[src/rtl/agp32_mem_pkg.sv]
// Shared types and constants for the agp32 memory controller.
package agp32_mem_pkg;

  typedef enum logic [2:0] {
    CMD_NONE      = 3'd0,
    CMD_FETCH     = 3'd1,
    CMD_READ      = 3'd2,
    CMD_WRITE     = 3'd3,
    CMD_INTERRUPT = 3'd4
  } cmd_t;

  typedef enum logic [1:0] {
    ERR_OK      = 2'd0,
    ERR_BUS     = 2'd1,
    ERR_TIMEOUT = 2'd2
  } err_t;

  typedef enum logic [2:0] {
    ST_INIT  = 3'd0,
    ST_IDLE  = 3'd1,
    ST_DATA  = 3'd2,
    ST_FETCH = 3'd3,
    ST_HALT  = 3'd4
  } mc_state_t;

  // Instruction word presented before the first fetch completes.
  localparam logic [31:0] NOP_INSTR = 32'd63;

  // States that drive a backend request.
  function automatic logic is_req_state(input mc_state_t s);
    return (s == ST_DATA) || (s == ST_FETCH);
  endfunction

endpackage

[src/rtl/agp32_mem_watchdog.sv]
// Cycle counter: counts cycles with run=1, saturating at LIMIT.
// expired flags the LIMIT-th run cycle itself, so the caller can act on
// the same edge that ends it.
module agp32_mem_watchdog #(
  parameter int LIMIT = 1024
) (
  input  logic clk,
  input  logic rst_n,
  input  logic clear,
  input  logic run,
  output logic expired
);

  localparam int W = $clog2(LIMIT + 1);

  logic [W-1:0] cnt;

  // Count run cycles; clear wins over run so a fresh request starts at zero.
  always_ff @(posedge clk) begin
    if (!rst_n)                            cnt <= '0;
    else if (clear)                        cnt <= '0;
    else if (run && (cnt != W'(LIMIT)))    cnt <= cnt + 1'b1;
  end

  assign expired = run && (cnt == W'(LIMIT - 1));

endmodule

[src/rtl/agp32_mem_ctrl.sv]
// Memory controller between the agp32 processor and a single-port word
// memory. One command in flight; every command ends with an instruction
// (re)fetch before ready rises again.
module agp32_mem_ctrl
  import agp32_mem_pkg::*;
#(
  parameter int INIT_CYCLES = 16,
  parameter int TIMEOUT     = 1024
) (
  input  logic        clk,
  input  logic        rst_n,
  input  logic [2:0]  command,
  input  logic [31:0] PC,
  input  logic [31:0] data_addr,
  input  logic [31:0] data_wdata,
  input  logic [3:0]  data_wstrb,
  output logic        ready,
  output logic [31:0] inst_rdata,
  output logic [31:0] data_rdata,
  output logic [1:0]  error,
  output logic        mem_start_ready,
  output logic        mem_req,
  output logic        mem_we,
  output logic [29:0] mem_addr,
  output logic [31:0] mem_wdata,
  output logic [3:0]  mem_wstrb,
  input  logic        mem_ack,
  input  logic [31:0] mem_rdata,
  input  logic        mem_err
);

  mc_state_t   state, state_n;
  logic        req_start;
  logic        init_done, to_expired;

  logic [29:0] pc_q, addr_q;
  logic [31:0] wdata_q, inst_q, data_q;
  logic [3:0]  wstrb_q;
  logic        wr_q;
  logic        fetched_q;
  err_t        err_q;

  // Byte offsets are dropped: the backend is word addressed.
  logic unused_lsbs;
  assign unused_lsbs = ^{PC[1:0], data_addr[1:0]};

  agp32_mem_watchdog #(.LIMIT(INIT_CYCLES)) u_init_wd (
    .clk     (clk),
    .rst_n   (rst_n),
    .clear   (1'b0),
    .run     (state == ST_INIT),
    .expired (init_done)
  );

  agp32_mem_watchdog #(.LIMIT(TIMEOUT)) u_req_wd (
    .clk     (clk),
    .rst_n   (rst_n),
    .clear   (req_start),
    .run     (mem_req),
    .expired (to_expired)
  );

  // State register.
  always_ff @(posedge clk) begin
    if (!rst_n) state <= ST_INIT;
    else        state <= state_n;
  end

  // Next state; a backend ack beats a same-cycle timeout, and an error ack halts.
  always_comb begin
    state_n = state;
    case (state)
      ST_INIT:  if (init_done) state_n = ST_IDLE;
      ST_IDLE: begin
        case (cmd_t'(command))
          CMD_FETCH, CMD_INTERRUPT: state_n = ST_FETCH;
          CMD_READ, CMD_WRITE:      state_n = ST_DATA;
          default:                  state_n = ST_IDLE;
        endcase
      end
      ST_DATA: begin
        if (mem_ack)         state_n = mem_err ? ST_HALT : ST_FETCH;
        else if (to_expired) state_n = ST_HALT;
      end
      ST_FETCH: begin
        if (mem_ack)         state_n = mem_err ? ST_HALT : ST_IDLE;
        else if (to_expired) state_n = ST_HALT;
      end
      ST_HALT:  state_n = ST_HALT;
      default:  state_n = ST_INIT;
    endcase
    // Entering a request state (including DATA->FETCH) restarts the wait count.
    req_start = is_req_state(state_n) && (state_n != state);
  end

  // Backend and processor-facing outputs decoded from state and operands.
  always_comb begin
    mem_req         = is_req_state(state);
    mem_we          = (state == ST_DATA) && wr_q;
    mem_addr        = (state == ST_DATA) ? addr_q : pc_q;
    mem_wstrb       = mem_we ? wstrb_q : 4'hF;
    ready           = (state == ST_IDLE) && fetched_q;
    mem_start_ready = (state != ST_INIT);
  end

  assign mem_wdata  = wdata_q;
  assign inst_rdata = inst_q;
  assign data_rdata = data_q;
  assign error      = err_q;

  // Operand capture at acceptance, read-data return and sticky error.
  always_ff @(posedge clk) begin
    if (!rst_n) begin
      pc_q      <= '0;
      addr_q    <= '0;
      wdata_q   <= '0;
      wstrb_q   <= '0;
      wr_q      <= 1'b0;
      inst_q    <= NOP_INSTR;
      data_q    <= '0;
      fetched_q <= 1'b0;
      err_q     <= ERR_OK;
    end else begin
      if ((state == ST_IDLE) && req_start) begin
        pc_q    <= PC[31:2];
        addr_q  <= data_addr[31:2];
        wdata_q <= data_wdata;
        wstrb_q <= data_wstrb;
        wr_q    <= (cmd_t'(command) == CMD_WRITE);
      end
      if (mem_req && mem_ack) begin
        if (mem_err) begin
          err_q <= ERR_BUS;
        end else if (state == ST_FETCH) begin
          inst_q    <= mem_rdata;
          fetched_q <= 1'b1;
        end else if (!wr_q) begin
          data_q <= mem_rdata;
        end
      end else if (mem_req && to_expired) begin
        err_q <= ERR_TIMEOUT;
      end
    end
  end

endmodule
[config.mk]
export PLATFORM = sky130hd
export DESIGN_NAME = agp32_mem_ctrl
export DESIGN_NICKNAME = d
export VERILOG_FILES = /design/src/rtl/agp32_mem_pkg.sv /design/src/rtl/agp32_mem_watchdog.sv /design/src/rtl/agp32_mem_ctrl.sv
export SDC_FILE = /design/constraint.sdc
export NUM_CORES = 1
export LEC_CHECK = 0
export BUFFER_PORTS_ARGS = -buffer_cell sky130_fd_sc_hd__buf_2
export CORE_AREA = 2 2 190 174
export DETAILED_ROUTE_END_ITERATION = 8
export DIE_AREA = 0 0 192 176
export GPL_ROUTABILITY_DRIVEN = 0
export PLACE_DENSITY = 0.48
export SYNTH_ARGS = -nofsm -noshare
export SYNTH_HDL_FRONTEND = slang
export SYNTH_HIERARCHICAL = 1
export SYNTH_SLANG_ARGS = --single-unit
[constraint.sdc]
create_clock -name clk -period 3.6 [get_ports clk]
set_input_delay 0.18 -clock clk [delete_from_list [all_inputs] [get_ports clk]]
set_output_delay 0.18 -clock clk [all_outputs]
set_load 0.01 [all_outputs]
* After elaboration in Yosys (flattened, before gate mapping)
Cells that the tools add are included.
Storage, ports and cells: output and inout port bits 136, ROM bits 0, register bits 183, memory bits (writable) 0, logic and storage cells 68, bits in latches 0, memories 0
Cells by class: multipliers 0, shift operators 0, eq/ne operators 16, muxes and demuxes 13, magnitude comparators 0, reduce and logical (&&, ||, !) cells 21, $add $sub $neg 2, bitwise gates (word level) 4, divide/modulo/power cells 0
Operators with widths (count):
- 30-bit two-way mux | 1
- 3-bit by 2-bit equality test with 1-bit output (second input constant) | 6
- 3-bit two-way mux | 6
- 3-bit one-hot mux with 5 select lines | 1
- 11-bit by 1-bit adder with 11-bit output (second input constant) | 1
- 11-bit by 10-bit equality test with 1-bit output (second input constant) | 1
- 11-bit != test (second input constant) | 1
- 1-bit logical AND | 10
- 3-bit by 1-bit equality test with 1-bit output (second input constant) | 2
- 3-bit equality test (second input constant) | 2
- 2-bit two-way mux | 3
- 2-bit OR reduction | 3
- 5-bit by 1-bit adder with 5-bit output (second input constant) | 1
- 5-bit by 4-bit equality test with 1-bit output (second input constant) | 1
- 5-bit != test (second input constant) | 1
- 4-bit two-way mux | 1
- 1-bit NOT | 4
- 2-bit one-hot mux with 2 select lines | 1
- 4-bit AND reduction | 1
- 3-bit zero test | 1
- 3-bit != test | 1
- 3-bit AND reduction | 1
- 3-bit nonzero test | 1
- 1-bit logical OR | 2
- 3 further kinds | 3

* Depth between registers and ports, before layout
Gate-level depths: netlist of the first run.
depth in word-level cells 10, depth in mapped cells 10

* Cells and area by module
The synthesis of the first run kept the hierarchy.
By module, submodules not included:
- agp32_mem_ctrl | cells each 867, instances 1, area each 7008.0 um2
- agp32_mem_watchdog (u_req_wd) | cells each 62, instances 1, area each 540.5 um2
- agp32_mem_watchdog (u_init_wd) | cells each 33, instances 1, area each 306.5 um2

* Worst setup path after synthesis of the first run
Ideal clock, no wire load.
path type register to register, start point register state[1], end point register state[0], stages on the path, launching flop included 8, data arrival time 1.824 ns, data required time 3.475 ns, buffers on the path 1, path slack 1.652 ns, cell sequence dfxtp_1 > buf_2 > nor2b_1 > nand3_1 > nor3_1 > nor2_1 > a221oi_1 > nor4_1
Between the ends: cells in the longest elaborated chain, start to end 6, elaborated cells on any way between the ends 13, those cells by class 4 x eq/ne; 5 x mux; 4 x reduce/logical
RTL lines:
- from (decl) | RTL line agp32_mem_ctrl.sv:32 | mc_state_t state, state_n;
- from (signal assigned) | RTL line agp32_mem_ctrl.sv:66 | else state <= state_n;
- 3-bit by 2-bit equality test with 1-bit output | RTL line agp32_mem_pkg.sv:31 | return (s == ST_DATA) || (s == ST_FETCH);
- 1-bit logical OR * | RTL line agp32_mem_pkg.sv:31
- net mem_req | RTL line agp32_mem_ctrl.sv:22 | output logic mem_req,
- 1-bit logical AND * | RTL line agp32_mem_watchdog.sv:25 | assign expired = run && (cnt == W'(LIMIT - 1));
- net to_expired | RTL line agp32_mem_ctrl.sv:34 | logic init_done, to_expired;
- 3-bit two-way mux * | RTL line agp32_mem_ctrl.sv:83, agp32_mem_ctrl.sv:87
- 3-bit two-way mux, on equally long branches | RTL line agp32_mem_ctrl.sv:86, agp32_mem_ctrl.sv:82
- 3-bit one-hot mux with 5 select lines * | RTL line agp32_mem_ctrl.sv:72 | case (state)
The timed path passes the listed nets; every way through them passes the cells marked *. A chain may end at the register's enable or synchronous reset.

* Worst setup path in the final report of the first run
start point register state[2], end point output port mem_addr[0]
Between the ends: cells in the longest elaborated chain, start to end 2
RTL lines:
- 3-bit by 2-bit equality test with 1-bit output | RTL line agp32_mem_ctrl.sv:100 | mem_addr = (state == ST_DATA) ? addr_q : pc_q;
- 30-bit two-way mux | RTL line agp32_mem_ctrl.sv:100
- to (decl) | RTL line agp32_mem_ctrl.sv:24 | output logic [29:0] mem_addr,
No other way between the ends.

==> results of run 1 <==
## state kept, by name, summed over array words and instances (netlist names)
register,count
inst_rdata,32
wstrb_q,4
fetched_q,1
state,3
wr_q,1
u_init_wd/cnt,5
error,2
u_req_wd/cnt,11
pc_q,30
data_rdata,32
mem_wdata,32
addr_q,30
## report_power, final
| group | internal (mW) | total [mW] | switching, mW |
|---|---|---|---|
| Combinational | 0.157 | 0.291 | 0.135 |
| Sequential | 2.02 | 2.02 | 0.00115 |
| Clock | 1.04 | 1.94 | 0.892 |
## cell type report
class | instances | area share
Clock buffer | 21 | 0.0426
Clock inverter | 11 | 0.00987
Inverter | 14 | 0.00466
Multi-Input combinational cell | 687 | 0.337
Sequential cell | 183 | 0.325
Tap cell | 416 | 0.0461
Timing Repair Buffer | 398 | 0.235
## synthesized netlist by cell type (all sizes together), types with 2 or more instances
library cell and number:
or3b 3, o21ai 72, a31oi 2, and2 2
nor2b 3, xor2 6, mux2i 97, ha 5
and4 2, inv 14, buf 28, and3 3
nor4 3, nand2b 3, nor2 16, xnor2 3
dfxtp 183, a21oi 67, clkbuf 50, nor3b 4
nand4bb 2, or3 3, nand3 75, or2 4
nand4 6, nand2 291
## metal layers
metal	up-vias	routed length, um
met4	4	333
li1	3899	-
met1	3676	11900
met2	255	11400
met5	-	27
met3	24	2140
## cells in the final DEF (no fill, tap or decap), types with 4 or more instances in the layout
cell	netlist	final
nand3_1	75	75
mux2i_1	97	97
ha_1	5	5
nand4_1	6	6
a21oi_1	67	67
dfxtp_1	183	183
clkbuf_16	0	17
nand2_1	291	291
inv_1	13	13
o21ai_0	65	65
inv_6	0	4
buf_2	11	269
clkbuf_8	0	4
o21ai_1	7	7
or2_2	4	4
dlygate4sd3_1	0	117
xor2_1	6	6
buf_4	7	8
nor2_1	16	16
## cells by family (layout without fill, tap and decap cells)
group | Yosys count | in the layout | synth area share
and+or+nand+nor | 427 | 427 | 0.239
DFF | 183 | 183 | 0.466
AOI/OAI and AO/OA | 147 | 147 | 0.0983
muxes | 98 | 98 | 0.125
buffers and inverters | 92 | 444 | 0.0529
xor gates and xnor gates | 9 | 9 | 0.0100
adders and majority gates | 5 | 5 | 0.00796
other | 1 | 1 | 0.000477
## through the flow
stage,instance area [um^2],util
after floorplan,7860,-
after global placement,9520,0.301
after detailed placement,9520,0.301
after CTS,11300,0.356
after global routing,11300,0.356
final,11300,0.356
## critical path: stages (launching register included)
cell	delay, ns
dfxtp_1	0.59
or3b_2	0.63
buf_4	0.54
nand2_1	0.10
nand2_1	0.12
buf_2	0.15
## worst paths after layout
path	end	cells after the start
min	mem_wdata[7]	3
min reg2reg	pc_q[8]	2
max	mem_addr[0]	5
max reg2reg	data_rdata[18]	4
==> flow_metrics.tcl, run 1 <==
set metrics [dict create \
    synth.area.top_cells "dfxtp_1, nand2_1, mux2i_1" \
    clock_sinks 183 \
    post-route-period-util 0.771 \
    drt_iter0_markers 304 \
    layout_setup_ws_ns 0.825 \
    n_fill_cell 3329 \
    synthArstFlopShare 0 \
    wl_um 25800 \
    syn_area_per_cell_um2 8.17 \
    fin_worst_skew_ns 0.0120 \
    finalHoldViolCount 0 \
    tightest_slew_ns 1.18 \
    critPathRequiredTime_ns 3.42 \
    synth-main-ff-cell "dfxtp_1" \
    layout-drive-gt1-share 0.251 \
    power.density_nw_per_um2 377 \
    met2_usage 0.244 \
    cts_setup_buffers 0 \
    place_ws_ns 1.28 \
    status "finished, final reports clean" \
    grt_start_max_net_pins 101 \
    hpwlAfterDp_um 15900 \
    cts_tree "built" \
    synth_cell_type_count 51 \
    yosysSeqAreaShare 0.466 \
    setup-tns-final_ns 0 \
    fmax_ghz 0.360 \
    antenna_found_initial 3 \
    cp-startpoint "state[2]" \
    p_total_mw 4.25 \
    whs_ns 0.0250 \
    path_class "reg2out" \
    finalNetCount 1445 \
    met3_usage 0.0505 \
    coreArea_um2 31700 \
    vias 7858 \
    busiest_layer "met2" \
    grt_pass1_wl_um 40800 \
    ff2ff_setup_slack_ns 1.36 \
    syn-cell-area_um2 7860 \
    final_cells 1730 \
    track_usage 0.152 \
    synth_top_area_frac 0.466 \
    ioPinCount 275 \
    critPathArrivalTime_ns 2.59 \
    synthesis.nets 1106 \
    yosys.area.top_type "dfxtp_1" \
    setup_viol 0 \
    cp-start-kind "flip-flop" \
    die_w_um 192 \
    dp.cells 1581 \
    multiInputGateArea_um2 3810 \
    maxCapViolCount 0 \
    synth_edf_count 0 \
    clk_root_buffer_cell "clkbuf_16" \
    antenna_cells 0 \
    via_per_inst 4.54 \
    met1_usage 0.194 \
    grt_pass1_vias 7753 \
    die_h_um 176 \
    dr.pass1.iters 4 \
    min_from "data_wdata[7]" \
    dieArea_um2 33800 \
    vdd_drop_max_mv 0.311 \
    wl_per_cell_um 14.9 \
    slew_violations 0 \
    rr_startpoint "state[1]" \
    cts_resized 0 \
    rsz0062_at_grt "no" \
    antenna_left 0 \
    clock_latency_ns 0.44 \
    leakagePower_nw 4.70 \
    ys_seq_elements 183 \
    cts_hold_buffers 117 \
    cts_max_level 4 \
    clkTransAtPathRegs_ns 0.07 \
    critPathCaptureType "output pin" \
    floorplan.rows 62 \
    synth_cells 962 \
    relSlewSlack 0.213 \
    ys_warn_count 6 \
    clockBufferDepth 2 \
    area_growth_pct 43.6 \
    critPathMaxFanout 40 \
    initial_core_util 0.248 \
    hp-class "in2reg" \
    overflow 0 \
    drc 0 \
    io_buffers 270 \
    cts-buffers-inserted 17 \
    fin_crit_ns 2.77 \
    seq_area_um2 3660 \
]
(Power assumes the default switching activity.)
==> run 2: changes to the inputs <==
Settings changed: ABC_AREA from default to 1, CORE_AREA 2 2 190 174 to 2 2 186 170, DIE_AREA 0 0 192 176 to 0 0 188 172, PLACE_DENSITY 0.48 to 0.5.
Clock period 3.6 ns to 2.33 ns, I/O delays scaled along.
==> flow_metrics.tcl, run 2 <==
set metrics [dict create \
    synthArstFlopShare 0 \
    hp-class "in2reg" \
    synth_edf_count 0 \
    grt_start_max_net_pins 70 \
    coreArea_um2 30500 \
    n_fill_cell 3262 \
    drc 0 \
    fin_worst_skew_ns 0.0152 \
    ioPinCount 275 \
    floorplan.rows 61 \
    setup-tns-final_ns 0 \
    holdPathStages 4 \
    critPathArrivalTime_ns 2.03 \
    critPathMaxFanout 15 \
    dr.pass1.iters 4 \
    reg2reg_depth 14 \
    synth-xor-area-share 0.00582 \
    layout_common_cells "nor2_1, buf_2, dfxtp_1, nand2_1, dlygate4sd3_1" \
    clock_sinks 183 \
    clock_latency_ns 0.44 \
    fmax_ghz 0.465 \
    clk_root_buffer_cell "clkbuf_16" \
    ff2ff_setup_slack_ns 0.25 \
    synthesis.nets 1180 \
    critPathCaptureType "output pin" \
    finalHoldViolCount 0 \
    overflow 0 \
    grt_pass1_vias 7435 \
    rsz0062_at_grt "no" \
    cts_tree "built" \
    ys_seq_elements 183 \
    yosysMostFrequentCell "nor2_1" \
    power.density_nw_per_um2 591 \
    setup_viol 0 \
    wl_per_cell_um 13.2 \
    final_cells 1837 \
    rr_startpoint "u_req_wd/cnt[0]" \
    yosys.area_share.simple 0.300 \
    synth-main-ff-cell "dfxtp_1" \
    synthMuxAreaShare 0 \
    synth_cells 1036 \
    relSlewSlack 0.564 \
    finalNetCount 1559 \
    min_to "error[1]" \
    antenna_cells 0 \
    synthAdderAreaFrac 0.00832 \
    synth_top_family_by_area "simple AND/OR/NAND/NOR gates" \
    vdd_drop_max_mv 0.465 \
    ys_warn_count 6 \
    area_growth_pct 47.6 \
    synth_top_area_frac 0.487 \
    yosysSeqAreaShare 0.487 \
    track_usage 0.148 \
    layout_commonest_cell "nor2_1" \
    fin_area_um2 11100 \
    wl_um 24200 \
    tightest_slew_ns 0.654 \
    antenna_found_initial 0 \
    place_ws_ns 0.0137 \
    layout-drive-gt1-share 0.253 \
    synth_cell_type_count 32 \
    vias 7730 \
    fin_crit_ns 2.15 \
    critPathRequiredTime_ns 2.21 \
    yosys.area.top_type "dfxtp_1" \
    io_buffers 270 \
    syn_area_per_cell_um2 7.26 \
    placed_area_um2 9180 \
    min_from "mem_ack" \
    seq_area_um2 3660 \
    grt_pass1_wl_um 38200 \
    die_h_um 172 \
    cp-start-kind "flip-flop" \
    slew_violations 0 \
    r2r_end "u_req_wd/cnt[5]" \
    p_total_mw 6.56 \
    maxCapViolCount 0 \
    cts-buffers-inserted 17 \
    via_per_inst 4.21 \
    dp.cells 1675 \
    synth.area.top_cells "dfxtp_1, nor2_1, nand2_1" \
    post-route-period-util 0.923 \
    leakagePower_nw 4.96 \
    die_w_um 188 \
    clockBufferDepth 2 \
    hpwlAfterDp_um 16100 \
    initial_core_util 0.247 \
    syn-cell-area_um2 7520 \
    drt_iter0_markers 323 \
    dieArea_um2 32300 \
    multiInputGateArea_um2 3290 \
    path_class "reg2out" \
    antenna_left 0 \
    synth.top_cells.by_count "nor2_1, dfxtp_1, nand2_1" \
    synth_compound_area_frac 0.119 \
    status "finished, final reports clean" \
    cts_max_level 4 \
    clkTransAtPathRegs_ns 0.07 \
    layout_setup_ws_ns 0.180 \
]
[run 2: cell type report]
type	instances	area share
Inverter	48	0.0168
Tap cell	409	0.0461
Multi-Input combinational cell	745	0.296
Sequential cell	183	0.330
Clock buffer	20	0.0402
Timing Repair Buffer	420	0.257
Clock inverter	12	0.0130
[run 2: metrics by stage]
stage | hold WS [ns] | utilization
finish | 0.0574 | 0.365
global route | 0.0789 | 0.365
CTS | 0.0123 | 0.364
detailed placement | 0.334 | 0.302
global placement | 0.334 | 0.302
floorplan | 0.230 | -
[run 2: power by group]
part | leakage [nW] | switching (mW) | internal, mW
Clock | 0.277 | 1.36 | 1.63
Combinational | 3.21 | 0.171 | 0.266
Sequential | 1.47 | 0.00202 | 3.13
Total | 4.96 | 1.53 | 5.02
[run 2: metal layers]
layer	share of wire	routed length [um]	vias to the layer above	global-route usage
met5	0	0	-	0
met4	0.011	273	0	0.0431
met3	0.067	1630	18	0.0487
met2	0.47	11500	201	0.256
met1	0.45	10800	3499	0.176
li1	-	-	4012	-
[run 2: repair_timing]
item | CTS | global route
pin swaps | 0 | 0
gates resized for setup | 2 | 6
endpoints found under the setup margin | 9 | 24
hold buffers | 130 | 0
endpoints found under the hold margin | 161 | 0
buffers inserted | 0 | 0
[run 2: worst max path at each step]
stage | startpoint | endpoint | slack, ns | cells past startpoint
6_report | state[1] | mem_addr[19] | 0.18 | 9
5_1_grt | u_req_wd/cnt[0] | u_req_wd/cnt[5] | 0.01 | 14
4_1_cts | u_req_wd/cnt[0] | u_req_wd/cnt[5] | 0.005 | 14
3_5_place_dp | u_req_wd/cnt[0] | u_req_wd/cnt[5] | 0.01 | 14
3_3_place_gp | u_req_wd/cnt[0] | u_req_wd/cnt[8] | 0.14 | 14
2_1_floorplan | state[1] | u_req_wd/cnt[2] | 0.28 | 13
[run 2: kinds of logic after synthesis]
group | after synthesis
XOR/XNOR | 5
flip-flops | 183
AND/OR/NAND/NOR | 555
buffers and inverters | 108
AO/OA/AOI/OAI | 179
adder cells (fa/ha/maj) | 5
other | 1
[run 2: worst max-delay path: stages, from the launching register on]
cell and delay (ns):
dfxtp_1 0.42, inv_2 0.06, nor2_4 0.09, buf_4 0.20, nand2_8 0.14, inv_2 0.14, buf_4 0.22, nand2_1 0.11
nand2_1 0.08, buf_2 0.13
==> run 3: changes to the inputs <==
Settings changed: CORE_AREA 2 2 186 170 to 2 2 177 179, DIE_AREA 0 0 188 172 to 0 0 179 181.
==> flow_metrics.tcl, run 3 (same netlist as run 2, synthesis figures left out) <==
set metrics [dict create \
    status "finished, final reports clean" \
    critPathArrivalTime_ns 2.05 \
    maxCapViolCount 0 \
    grt_start_max_net_pins 86 \
    clkTransAtPathRegs_ns 0.08 \
    coreArea_um2 30300 \
    die_h_um 181 \
    finalNetCount 1552 \
    dr.pass1.iters 4 \
    dp.cells 1660 \
    setup-tns-final_ns 0 \
    critPathMaxFanout 30 \
    layout_common_cells "nor2_1, buf_2, dfxtp_1, nand2_1, dlygate4sd3_1" \
    layout_setup_ws_ns 0.164 \
    overflow 0 \
    place_ws_ns 0.0682 \
    cts_tree "built" \
    clk_root_buffer_cell "clkbuf_16" \
    wl_per_cell_um 13.0 \
    clockBufferDepth 2 \
    leakagePower_nw 4.95 \
    wl_um 23500 \
    slew_violations 0 \
    antenna_left 0 \
    critPathRequiredTime_ns 2.21 \
    hpwlAfterDp_um 15600 \
    power.density_nw_per_um2 596 \
    floorplan.rows 64 \
    track_usage 0.145 \
    via_per_inst 4.21 \
    io_buffers 270 \
    cts_max_level 4 \
    die_w_um 179 \
    fin_crit_ns 2.17 \
    fmax_ghz 0.462 \
    post-route-period-util 0.930 \
    antenna_found_initial 0 \
    ioPinCount 275 \
    area_growth_pct 46.6 \
    finalHoldViolCount 0 \
    drt_iter0_markers 405 \
    fin_worst_skew_ns 0.0236 \
    rsz0062_at_grt "no" \
    final_cells 1816 \
    vias 7639 \
    setup_viol 0 \
    initial_core_util 0.248 \
    postLayoutCoreUtil 0.363 \
    dieArea_um2 32400 \
    clock_latency_ns 0.44 \
    critPathCaptureType "output pin" \
    grt_pass1_wl_um 37500 \
    vdd_drop_max_mv 0.375 \
    cp-start-kind "flip-flop" \
    layout-drive-gt1-share 0.253 \
    antenna_cells 0 \
    drc 0 \
    path_class "reg2out" \
    hp-class "in2reg" \
    cts-buffers-inserted 17 \
    clock_sinks 183 \
    layout_commonest_cell "nor2_1" \
    grt_pass1_vias 7461 \
]
==> run 3: changes by cell type in the layout (fill, tap and decap cells not counted), sizes merged <==
| cell | before | now |
|---|---|---|
| dlygate4sd3 | 130 | 125 |
| inv | 49 | 54 |
| clkinvlp | 4 | 0 |
| clkbuf | 20 | 17 |
| buf | 290 | 288 |
| clkinv | 5 | 7 |
| bufinv | 2 | 1 |
==> run 3: path summary, 6_finish.rpt <==
kind / from / endpoint / slack (ns) / cells after the start
max: state[1] / mem_addr[21] / 0.16 / 9
min: data_addr[28] / addr_q[26] / 0.007 / 3
min reg2reg: error[0] / error[0] / 0.46 / 2
max reg2reg: u_req_wd/cnt[0] / u_req_wd/cnt[0] / 0.24 / 15
==> run 3: timing repair <==
| item | CTS | global route |
|---|---|---|
| setup endpoints to repair | 0 | 19 |
| gates resized for setup | 0 | 6 |
| hold endpoints to repair | 157 | 0 |
| setup buffers | 0 | 0 |
| hold buffers | 125 | 0 |
==> run 3: layout make-up <==
type	instances	area (um^2)
Clock buffer	17	425
Clock inverter	14	176
Fill cell	3195	19300
Inverter	48	188
Multi-Input combinational cell	745	3290
Sequential cell	183	3660
Tap cell	396	495
Timing Repair Buffer	413	2790
==> run 3: report_power, final <==
group / internal (mW) / leakage [nW] / total, mW / switching [mW]
Clock: 1.55 / 0.295 / 3.02 / 1.47
Combinational: 0.260 / 3.18 / 0.427 / 0.166
Sequential: 3.13 / 1.47 / 3.13 / 0.00214
Total: 4.94 / 4.95 / 6.57 / 1.64
==> run 3: routing by layer <==
layer,global-route usage,up-vias,share of wire
met5,0,-,0
met4,0.0364,0,0.012
met3,0.0404,20,0.062
met2,0.250,185,0.48
met1,0.175,3435,0.45
li1,-,3999,-
==> run 3: metrics by stage <==
stage,total power [mW],hold slack [ns],cell area (um^2)
4_1_cts,6.69,0.00512,11000
5_1_grt,6.87,0.0159,11000
3_3_place_gp,3.46,0.333,9150
6_report,6.58,0.00672,11000
2_1_floorplan,3.31,0.230,7520
3_5_place_dp,3.46,0.333,9150
==> run 3: critical path: stages, from the launching register on <==
cell and delay, ns:
dfxtp_1 0.43, inv_2 0.06, nor2_4 0.10, buf_4 0.20
nand2_8 0.14, inv_1 0.15, buf_12 0.22, nand2_1 0.12
nand2_1 0.08, buf_2 0.13
